### src/rtl/mem_map_pkg.sv
// Shared memory-map definitions for the data-RAM initiator and related ports.
// Holds the access FSM state encoding and the fixed word addresses of the map.
package mem_map_pkg;

  typedef enum logic [1:0] {
    IDLE   = 2'd0,
    ACCESS = 2'd1,
    RESP   = 2'd2
  } state_t;

  localparam int DISP1_ADDR  = 0;
  localparam int DISP2_ADDR  = 1;
  localparam int DISP3_ADDR  = 2;
  localparam int SWITCH_ADDR = 3;
  localparam int MAX_ADDR    = 10;

  localparam int CNT_W = 16;

endpackage

### src/rtl/mem_addr_check.sv
// Combinational memory-map check: is the word implemented, and is it a store
// to the read-only switch port. Shared with the fetch/debug port.
module mem_addr_check
  import mem_map_pkg::*;
#(
  parameter int ADDR_W   = 10,
  parameter int MAX_ADDR = mem_map_pkg::MAX_ADDR,
  parameter int RO_ADDR  = SWITCH_ADDR
) (
  input  logic [ADDR_W-1:0] addr,
  input  logic              write,
  output logic              valid,
  output logic              ro_violation
);

  always_comb begin
    valid        = (addr <= ADDR_W'(MAX_ADDR));
    ro_violation = write && (addr == ADDR_W'(RO_ADDR));
  end

endmodule

### src/rtl/mem_master.sv
// Data-RAM initiator: turns single core load/store requests into one-cycle RAM
// accesses. Optional access counters are built when MEM_MASTER_PERF_EN is defined.
module mem_master
  import mem_map_pkg::*;
#(
  parameter int ADDR_W   = 10,
  parameter int DATA_W   = 32,
  parameter int MAX_ADDR = mem_map_pkg::MAX_ADDR,
  parameter int RO_ADDR  = SWITCH_ADDR
) (
  input  logic              clock,
  input  logic              reset,
  input  logic              req_valid,
  output logic              req_ready,
  input  logic              req_write,
  input  logic [ADDR_W-1:0] req_addr,
  input  logic [DATA_W-1:0] req_wdata,
  output logic              rsp_valid,
  input  logic              rsp_ready,
  output logic [DATA_W-1:0] rsp_data,
  output logic              rsp_err,
  output logic [ADDR_W-1:0] ram_addr,
  output logic              ram_write,
  output logic [DATA_W-1:0] ram_value,
  input  logic [DATA_W-1:0] ram_result
`ifdef MEM_MASTER_PERF_EN
  ,
  output logic [CNT_W-1:0]  cnt_rd,
  output logic [CNT_W-1:0]  cnt_wr,
  output logic [CNT_W-1:0]  cnt_err
`endif
);

  state_t state;
  logic   addr_ok;
  logic   ro_violation;
  logic   req_ok;

  mem_addr_check #(
    .ADDR_W  (ADDR_W),
    .MAX_ADDR(MAX_ADDR),
    .RO_ADDR (RO_ADDR)
  ) u_addr_check (
    .addr        (req_addr),
    .write       (req_write),
    .valid       (addr_ok),
    .ro_violation(ro_violation)
  );

  assign req_ok = addr_ok && !ro_violation;

  // The ram_* registers double as the captured request, so the RAM sees a
  // stable access for the whole ACCESS cycle, including the falling-edge commit.
  always_ff @(posedge clock) begin
    if (!reset) begin
      state     <= IDLE;
      req_ready <= 1'b1;
      rsp_valid <= 1'b0;
      rsp_err   <= 1'b0;
      rsp_data  <= '0;
      ram_addr  <= '0;
      ram_write <= 1'b0;
      ram_value <= '0;
`ifdef MEM_MASTER_PERF_EN
      cnt_rd    <= '0;
      cnt_wr    <= '0;
      cnt_err   <= '0;
`endif
    end else begin
      case (state)
        IDLE: begin
          if (req_valid) begin
            req_ready <= 1'b0;
            if (req_ok) begin
              ram_addr  <= req_addr;
              ram_value <= req_wdata;
              ram_write <= req_write;
              state     <= ACCESS;
            end else begin
              rsp_valid <= 1'b1;
              rsp_err   <= 1'b1;
              rsp_data  <= '0;
              state     <= RESP;
`ifdef MEM_MASTER_PERF_EN
              if (cnt_err != '1) cnt_err <= cnt_err + 1'b1;
`endif
            end
          end
        end
        ACCESS: begin
          ram_write <= 1'b0;
          rsp_data  <= ram_result;
          rsp_err   <= 1'b0;
          rsp_valid <= 1'b1;
          state     <= RESP;
`ifdef MEM_MASTER_PERF_EN
          if (ram_write) begin
            if (cnt_wr != '1) cnt_wr <= cnt_wr + 1'b1;
          end else begin
            if (cnt_rd != '1) cnt_rd <= cnt_rd + 1'b1;
          end
`endif
        end
        RESP: begin
          if (rsp_ready) begin
            rsp_valid <= 1'b0;
            rsp_err   <= 1'b0;
            req_ready <= 1'b1;
            state     <= IDLE;
          end
        end
        default: begin
          ram_write <= 1'b0;
          rsp_valid <= 1'b0;
          req_ready <= 1'b1;
          state     <= IDLE;
        end
      endcase
    end
  end

endmodule

### config.mk
export PLATFORM = sky130hd
export DESIGN_NAME = mem_master
export DESIGN_NICKNAME = d
export VERILOG_FILES = /design/src/rtl/mem_map_pkg.sv /design/src/rtl/mem_addr_check.sv /design/src/rtl/mem_master.sv
export SDC_FILE = /design/constraint.sdc
export NUM_CORES = 1
export LEC_CHECK = 0
export CORE_MARGIN = 3
export CORE_UTILIZATION = 44
export DETAILED_ROUTE_END_ITERATION = 12
export PLACE_DENSITY_LB_ADDON = 0.1
export SYNTH_ARGS = -nofsm -noshare
export SYNTH_HDL_FRONTEND = slang
export SYNTH_SLANG_ARGS = --single-unit
export TNS_END_PERCENT = 20
### constraint.sdc
create_clock -name clock -period 3.9 [get_ports clock]
set_clock_uncertainty 0.2 [all_clocks]
set_input_delay 0.39 -clock clock [delete_from_list [all_inputs] [get_ports clock]]
set_output_delay 0.39 -clock clock [all_outputs]
set_load 0.05 [all_outputs]
==> results of run 1 <==
[routing by layer]
layer  global-route usage (%)  vias to the layer above  share of wire (%)
li1                         -                     1487                  -
met3                    7.149                        8                8.6
met4                    5.128                        0               0.74
met2                    33.90                       97                 50
met5                        0                        -                  0
met1                    23.27                     1328                 41
[logic make-up after synthesis]
family,Yosys count
and+or+nand+nor,168
DFF,80
AOI/OAI and AO/OA,18
buffers and inverters,28
muxes,68
adders and majority gates,3
[Yosys cell counts, types with 2 or more instances]
library cell,instances
buf_2,3
nor2b_1,5
buf_12,3
o211ai_1,2
a21oi_1,5
nor3_1,2
ha_1,3
clkbuf_1,18
nand3_1,2
o21ai_0,4
nand2_1,140
dfxtp_1,80
and3_1,7
inv_1,3
o21a_1,2
mux2i_1,68
nor2_1,4
[worst reg2reg max path, cell delays in order, from the launching register on]
cell and delay, ns:
dfxtp_1 0.36, inv_1 0.07, ha_1 0.31, nor2b_1 0.21
nor4_1 0.10, a21oi_4 0.48, buf_4 0.41, mux2i_1 0.26
[power breakdown]
| group | switching [W] | total, W | internal, W |
|---|---|---|---|
| Sequential | 0.00000400 | 0.000827 | 0.000823 |
| Clock | 0.000276 | 0.000632 | 0.000356 |
| Combinational | 0.0000985 | 0.000212 | 0.000113 |
| Total | 0.000378 | 0.00167 | 0.00129 |
[area by class of cell]
class | count | area, um2
Timing Repair Buffer | 160 | 1589
Multi-Input combinational cell | 257 | 1554
Sequential cell | 80 | 1602
Fill cell | 568 | 1942
Clock buffer | 11 | 131.4
Tap cell | 96 | 120.1
Inverter | 3 | 11.26
Clock inverter | 4 | 70.07
[flip-flops by register name, summed over array words and instances (netlist names)]
register   count
rsp_data      32
state          2
ram_value     32
req_ready      1
ram_addr      10
ram_write      1
rsp_valid      1
rsp_err        1
[through the flow]
step | cells | instance area (um2)
after CTS | 611 | 5077
after detailed placement | 596 | 4876
after floorplan | 365 | 3303
after global placement | 596 | 4876
after global routing | 611 | 5077
final | 611 | 5077
[path summary, 6_finish.rpt]
| kind | startpoint | end | slack, ns |
|---|---|---|---|
| hold reg to reg | rsp_data[5]$_SDFFE_PN0P_ | rsp_data[5]$_SDFFE_PN0P_ | 0.26 |
| hold / removal | reset | rsp_data[6]$_SDFFE_PN0P_ | 0.23 |
| setup / recovery | req_addr[4] | ram_value[13]$_SDFFE_PN0P_ | 1.34 |
| setup reg to reg | state[0]$_SDFFE_PN0P_ | rsp_data[19]$_SDFFE_PN0P_ | 1.41 |
==> flow_summary_export.csv, run 1 <==
group,metric,value,unit
worst_setup_path,path_class,"input pin to flip-flop",
yosys,syn_nets,447,
layout,syn2layout_area_growth,53.71,%
floorplan,row_count,30,
layout,antennaDiodeCount,0,
pwr,power-per-cell-area,329.0,nW/um2
global_routing,grt_max_degree,101,
layout,final_common_cell,"clkdlybuf4s50_1",
clock_tree,postCtsResizedCells,0,
yosys,synth_xor_area_share,0,%
clock_tree,numCtsBuffers,9,
global_routing,grt_pass1_wl,13740,um
clock_tree,path_clk_slew,0.08,ns
sta,hold_viol_final,0,
routing,wl_per_cell,13.91,um
pwr,ir_worst_vdd,182.5,uV
worst_setup_path,worst-path-max-fanout,27,
clock_tree,cts_max_path_buffers,2,
pwr,power_leakage,1.855,nW
yosys,yosys_warnings,0,
routing,drt-total-wl,8499,um
sta,fmax,390.8,MHz
worst_setup_path,r2r_cells,7,
floorplan,io_pins,157,
yosys,synth_top_family_by_area,"simple AND/OR/NAND/NOR gates",
yosys,synth_edf_count,0,
place,place_ws,0.9861,ns
global_routing,grt_pass1_vias,2968,
yosys,synth-simple-area-share,21.29,%
clock_tree,htreeDepth,3,
routing,firstDrtPassIters,4,
floorplan,die_y,92.65,um
sta,slew_violations,0,
floorplan,die_width,92.65,um
sta,rsz0062_at_grt,"false",
yosys,synthTopCellsByArea,"dfxtp_1 48%, mux2i_1 21%, nand2_1 16%",
hold_path,hold_class,"input pin to flip-flop",
sta,setup_ws,1.341,ns
place,io_buffers,156,
global_routing,grt_usage,19.71,%
layout,fin_nets,593,
worst_setup_path,worst_ep_arrival_time,2.61,ns
clock_tree,ctsHoldBuffers,0,
layout,layout_common_cells,"155 x clkdlybuf4s50_1, 140 x nand2_1, 80 x dfxtp_1",
worst_setup_path,critPathCaptureType,"flip-flop",
yosys,synth_area,3303,um2
routing,final_antenna_net_count,0,
routing,via_per_inst,4.779,
clock_tree,postCtsSetupRepairBufs,0,
yosys,yosysSeqAreaShare,48.48,%
yosys,synth_flop_cell,"dfxtp_1",
routing,route.detailed.drc,0,
worst_setup_path,path_buf_inv,2,
yosys,synth_top_area_cell,"dfxtp_1",
sta,fin_crit,2.559,ns
worst_setup_path,cp-start-kind,"input pin",
global_routing,overflow,0,
yosys,synth_compound_area_share,3.485,%
clock_tree,cts_tree,"yes",
yosys,postSynthAreaPerCell,9.050,um2
sta,tns,0,ns
sta,max_slew_margin,27.60,%
worst_setup_path,critical_path.top_delay_family,"simple AND/OR/NAND/NOR gates",
yosys,synth_top_area_share,48.48,%
layout,fin_util,72.34,%
yosys,synth_cell_types,31,
worst_setup_path,critPathSlowestCell,"or4_4",
yosys,synth_seq_cells,80,
yosys,netlist_instances,365,
place,gp_congestion,0.8311,
routing,drtIter0Drc,108,
flow_run,drv_cap,0,
worst_setup_path,crit_cells,6,
clock_tree,clock_latency,0.33,ns
worst_setup_path,cpPeakStageDelay,0.55,ns
hold_path,hold_depth,3,
sta,setup_viol,0,
layout,drive_above_1_share,4.660,%
global_routing,antenna_found_initial,0,
routing,num_vias,2920,
outcome,status,"finished clean",
sta,whs,0.2282,ns
sta,tightest_slew,1.086,ns
worst_setup_path,crit_chain,"clkdlybuf4s50_1, or4_4, or3_4, nor3_4, buf_4, mux2i_1",
yosys,async_reset_ff_share,0,%
worst_setup_path,critPathRequiredTime,3.95,ns
place,dp_hpwl,6216,um
floorplan,start_util,47.06,%
yosys,synth_fa_ha_area_share,1.136,%
pwr,power.total,0.001670,W
floorplan,core-area,7019,um2
sta,fin_crit_sh,65.60,%
yosys,synthMuxAreaShare,20.61,%
floorplan,die_area,8583,um2
clock_tree,root_buffer,"clkbuf_8",
clock_tree,clock-sinks,80,
Power figures use the tool's default switching activity.
==> run 2: changes to the inputs <==
CORE_UTILIZATION = 41   (was 44)
clock period = 2.55 ns   (was 3.9 ns; I/O delays follow)
==> run 2 against run 1 <==
  * Core utilization fell by 5.6 points
  * Design area up 2.2%
  * Critical path type unchanged
  * First-iteration DRC count down 16%
  * Count of clock-buffer cells in the layout stayed put
  * Sequential cell count unchanged
  * Via count rose by 0.21%
  * Critical path depth unchanged
==> flow_summary_export.csv, run 2 (synthesis results as in run 1) <==
group,metric,value,unit
global_routing,grt_max_degree,55,
layout,final_common_cell,"clkdlybuf4s50_1",
sta,tightest_slew,0.5305,ns
hold_path,hold_depth,3,
worst_setup_path,worst_ep_arrival_time,2.31,ns
clock_tree,root_buffer,"clkbuf_8",
worst_setup_path,worstReg2RegEnd,"rsp_err$_SDFFE_PN0P_",
sta,setup_viol,0,
worst_setup_path,critPathRequiredTime,2.62,ns
pwr,power-per-cell-area,504.9,nW/um2
floorplan,row_count,32,
clock_tree,path_clk_slew,0.09,ns
clock_tree,clock_latency,0.33,ns
worst_setup_path,r2r_cells,6,
place,numPlacedInstances,608,
sta,fin_crit,2.238,ns
global_routing,grt_pass1_vias,2875,
pwr,power_leakage,1.896,nW
place,placed_cell_area,4966,um2
pwr,ir_worst_vdd,378.0,uV
place,io_buffers,156,
global_routing,antenna_found_initial,0,
floorplan,core-area,7767,um2
outcome,status,"finished clean",
clock_tree,numCtsBuffers,9,
place,gp_congestion,0.8397,
clock_tree,cts_max_path_buffers,2,
layout,reg.largest.list,"ram_value (32), rsp_data (32), ram_addr (10)",
floorplan,io_pins,157,
global_routing,grt_usage,18.07,%
routing,final_antenna_net_count,0,
clock_tree,clock-sinks,80,
layout,fin_area,5187,um2
hold_path,hp-start,"reset",
global_routing,grt_pass1_wl,13040,um
clock_tree,postCtsResizedCells,0,
place,dp_hpwl,5955,um
layout,layout.cells.non_filler,624,
sta,fmax,446.8,MHz
clock_tree,ctsHoldBuffers,0,
worst_setup_path,r2r_setup_slack,0.47,ns
floorplan,die_width,95.76,um
worst_setup_path,cp-start-kind,"input pin",
sta,slew_violations,0,
floorplan,die_y,95.76,um
hold_path,timing.hold.worst_endpoint,"rsp_data[5]$_SDFFE_PN0P_",
routing,num_vias,2926,
routing,wl_per_cell,13.06,um
floorplan,start_util,42.53,%
routing,drt-total-wl,8147,um
sta,fin_crit_sh,87.77,%
routing,via_per_inst,4.689,
routing,drtIter0Drc,91,
clock_tree,cts_tree,"yes",
floorplan,die_area,9170,um2
routing,firstDrtPassIters,4,
layout,fin_nets,599,
sta,hold_viol_final,0,
worst_setup_path,critPathCaptureType,"flip-flop",
clock_tree,postCtsSetupRepairBufs,0,
flow_run,drv_cap,0,
layout,antennaDiodeCount,0,
global_routing,overflow,0,
hold_path,hold_class,"input pin to flip-flop",
layout,layout_common_cells,"155 x clkdlybuf4s50_1, 140 x nand2_1, 80 x dfxtp_1",
routing,route.detailed.drc,0,
sta,rsz0062_at_grt,"false",
layout,syn2layout_area_growth,57.05,%
sta,max_slew_margin,64.52,%
layout,drive_above_1_share,6.130,%
worst_setup_path,r2r_start,"state[0]$_SDFFE_PN0P_",
worst_setup_path,worst-path-max-fanout,20,
clock_tree,htreeDepth,3,
worst_setup_path,path_class,"input pin to flip-flop",
## run 2: cell count changes in the layout (fill, tap and decap cells not counted), sizes merged
cell,before,now
buf,5,11
clkinvlp,0,2
clkinv,2,1
## run 2: final cells by class
class	instances	area, um2
fill	639	2580
clock buffer	11	141.4
sequential	80	1602
timing repair buffer	166	1672
multi-input combinational	257	1554
clock inverter	5	80.08
tap	102	127.6
inverter	3	11.26
## run 2: worst max path at each step
stage | start | endpoint | slack, ns | cells after the start
after floorplan | req_addr[4] | ram_addr[0]$_SDFFE_PN0P_ | 0.49 | 6
after global placement | req_addr[4] | ram_value[4]$_SDFFE_PN0P_ | 0.004 | 6
after detailed placement | req_addr[4] | ram_value[8]$_SDFFE_PN0P_ | -0.06 | 6
after CTS | req_addr[4] | ram_value[8]$_SDFFE_PN0P_ | 0.30 | 6
after global routing | req_addr[4] | ram_value[8]$_SDFFE_PN0P_ | 0.24 | 6
final | req_addr[4] | ram_value[8]$_SDFFE_PN0P_ | 0.31 | 6
## run 2: report_power, final
group | switching (W) | internal, W | total, W
combinational | 0.000152 | 0.000180 | 0.000332
sequential | 0.00000643 | 0.00126 | 0.00127
clock | 0.000444 | 0.000577 | 0.00102
## run 2: critical path: stages
cell,delay (ns)
clkdlybuf4s50_1,0.40
or4_4,0.55
or3_4,0.37
nor3_4,0.28
buf_12,0.23
mux2i_1,0.22
## run 2: per-layer routing
layer | track usage, % | vias up | share of wire [%]
li1 | - | 1502 | -
met1 | 21.29 | 1303 | 43
met2 | 28.84 | 106 | 46
met3 | 7.897 | 15 | 9.6
met4 | 7.227 | 0 | 2.1
met5 | 0 | - | 0
## run 2: per-stage QoR
stage	power, W	hold slack, ns	setup TNS, ns	setup slack (ns)	utilization [%]
floorplan	0.001453	0.1972	0	0.4885	-
global placement	0.001627	0.2411	0	0.004200	63.93
detailed placement	0.001628	0.2461	-0.5439	-0.05682	63.93
CTS	0.002653	0.1084	0	0.3018	66.78
global route	0.002731	0.1248	0	0.2375	66.78
finish	0.002619	0.1256	0	0.3118	66.78
==> run 3: changes to the inputs <==
HOLD_SLACK_MARGIN = 0.03   (was default)
==> results of run 3 <==
The final DEF is identical to that of run 2; final timing and power are the same.
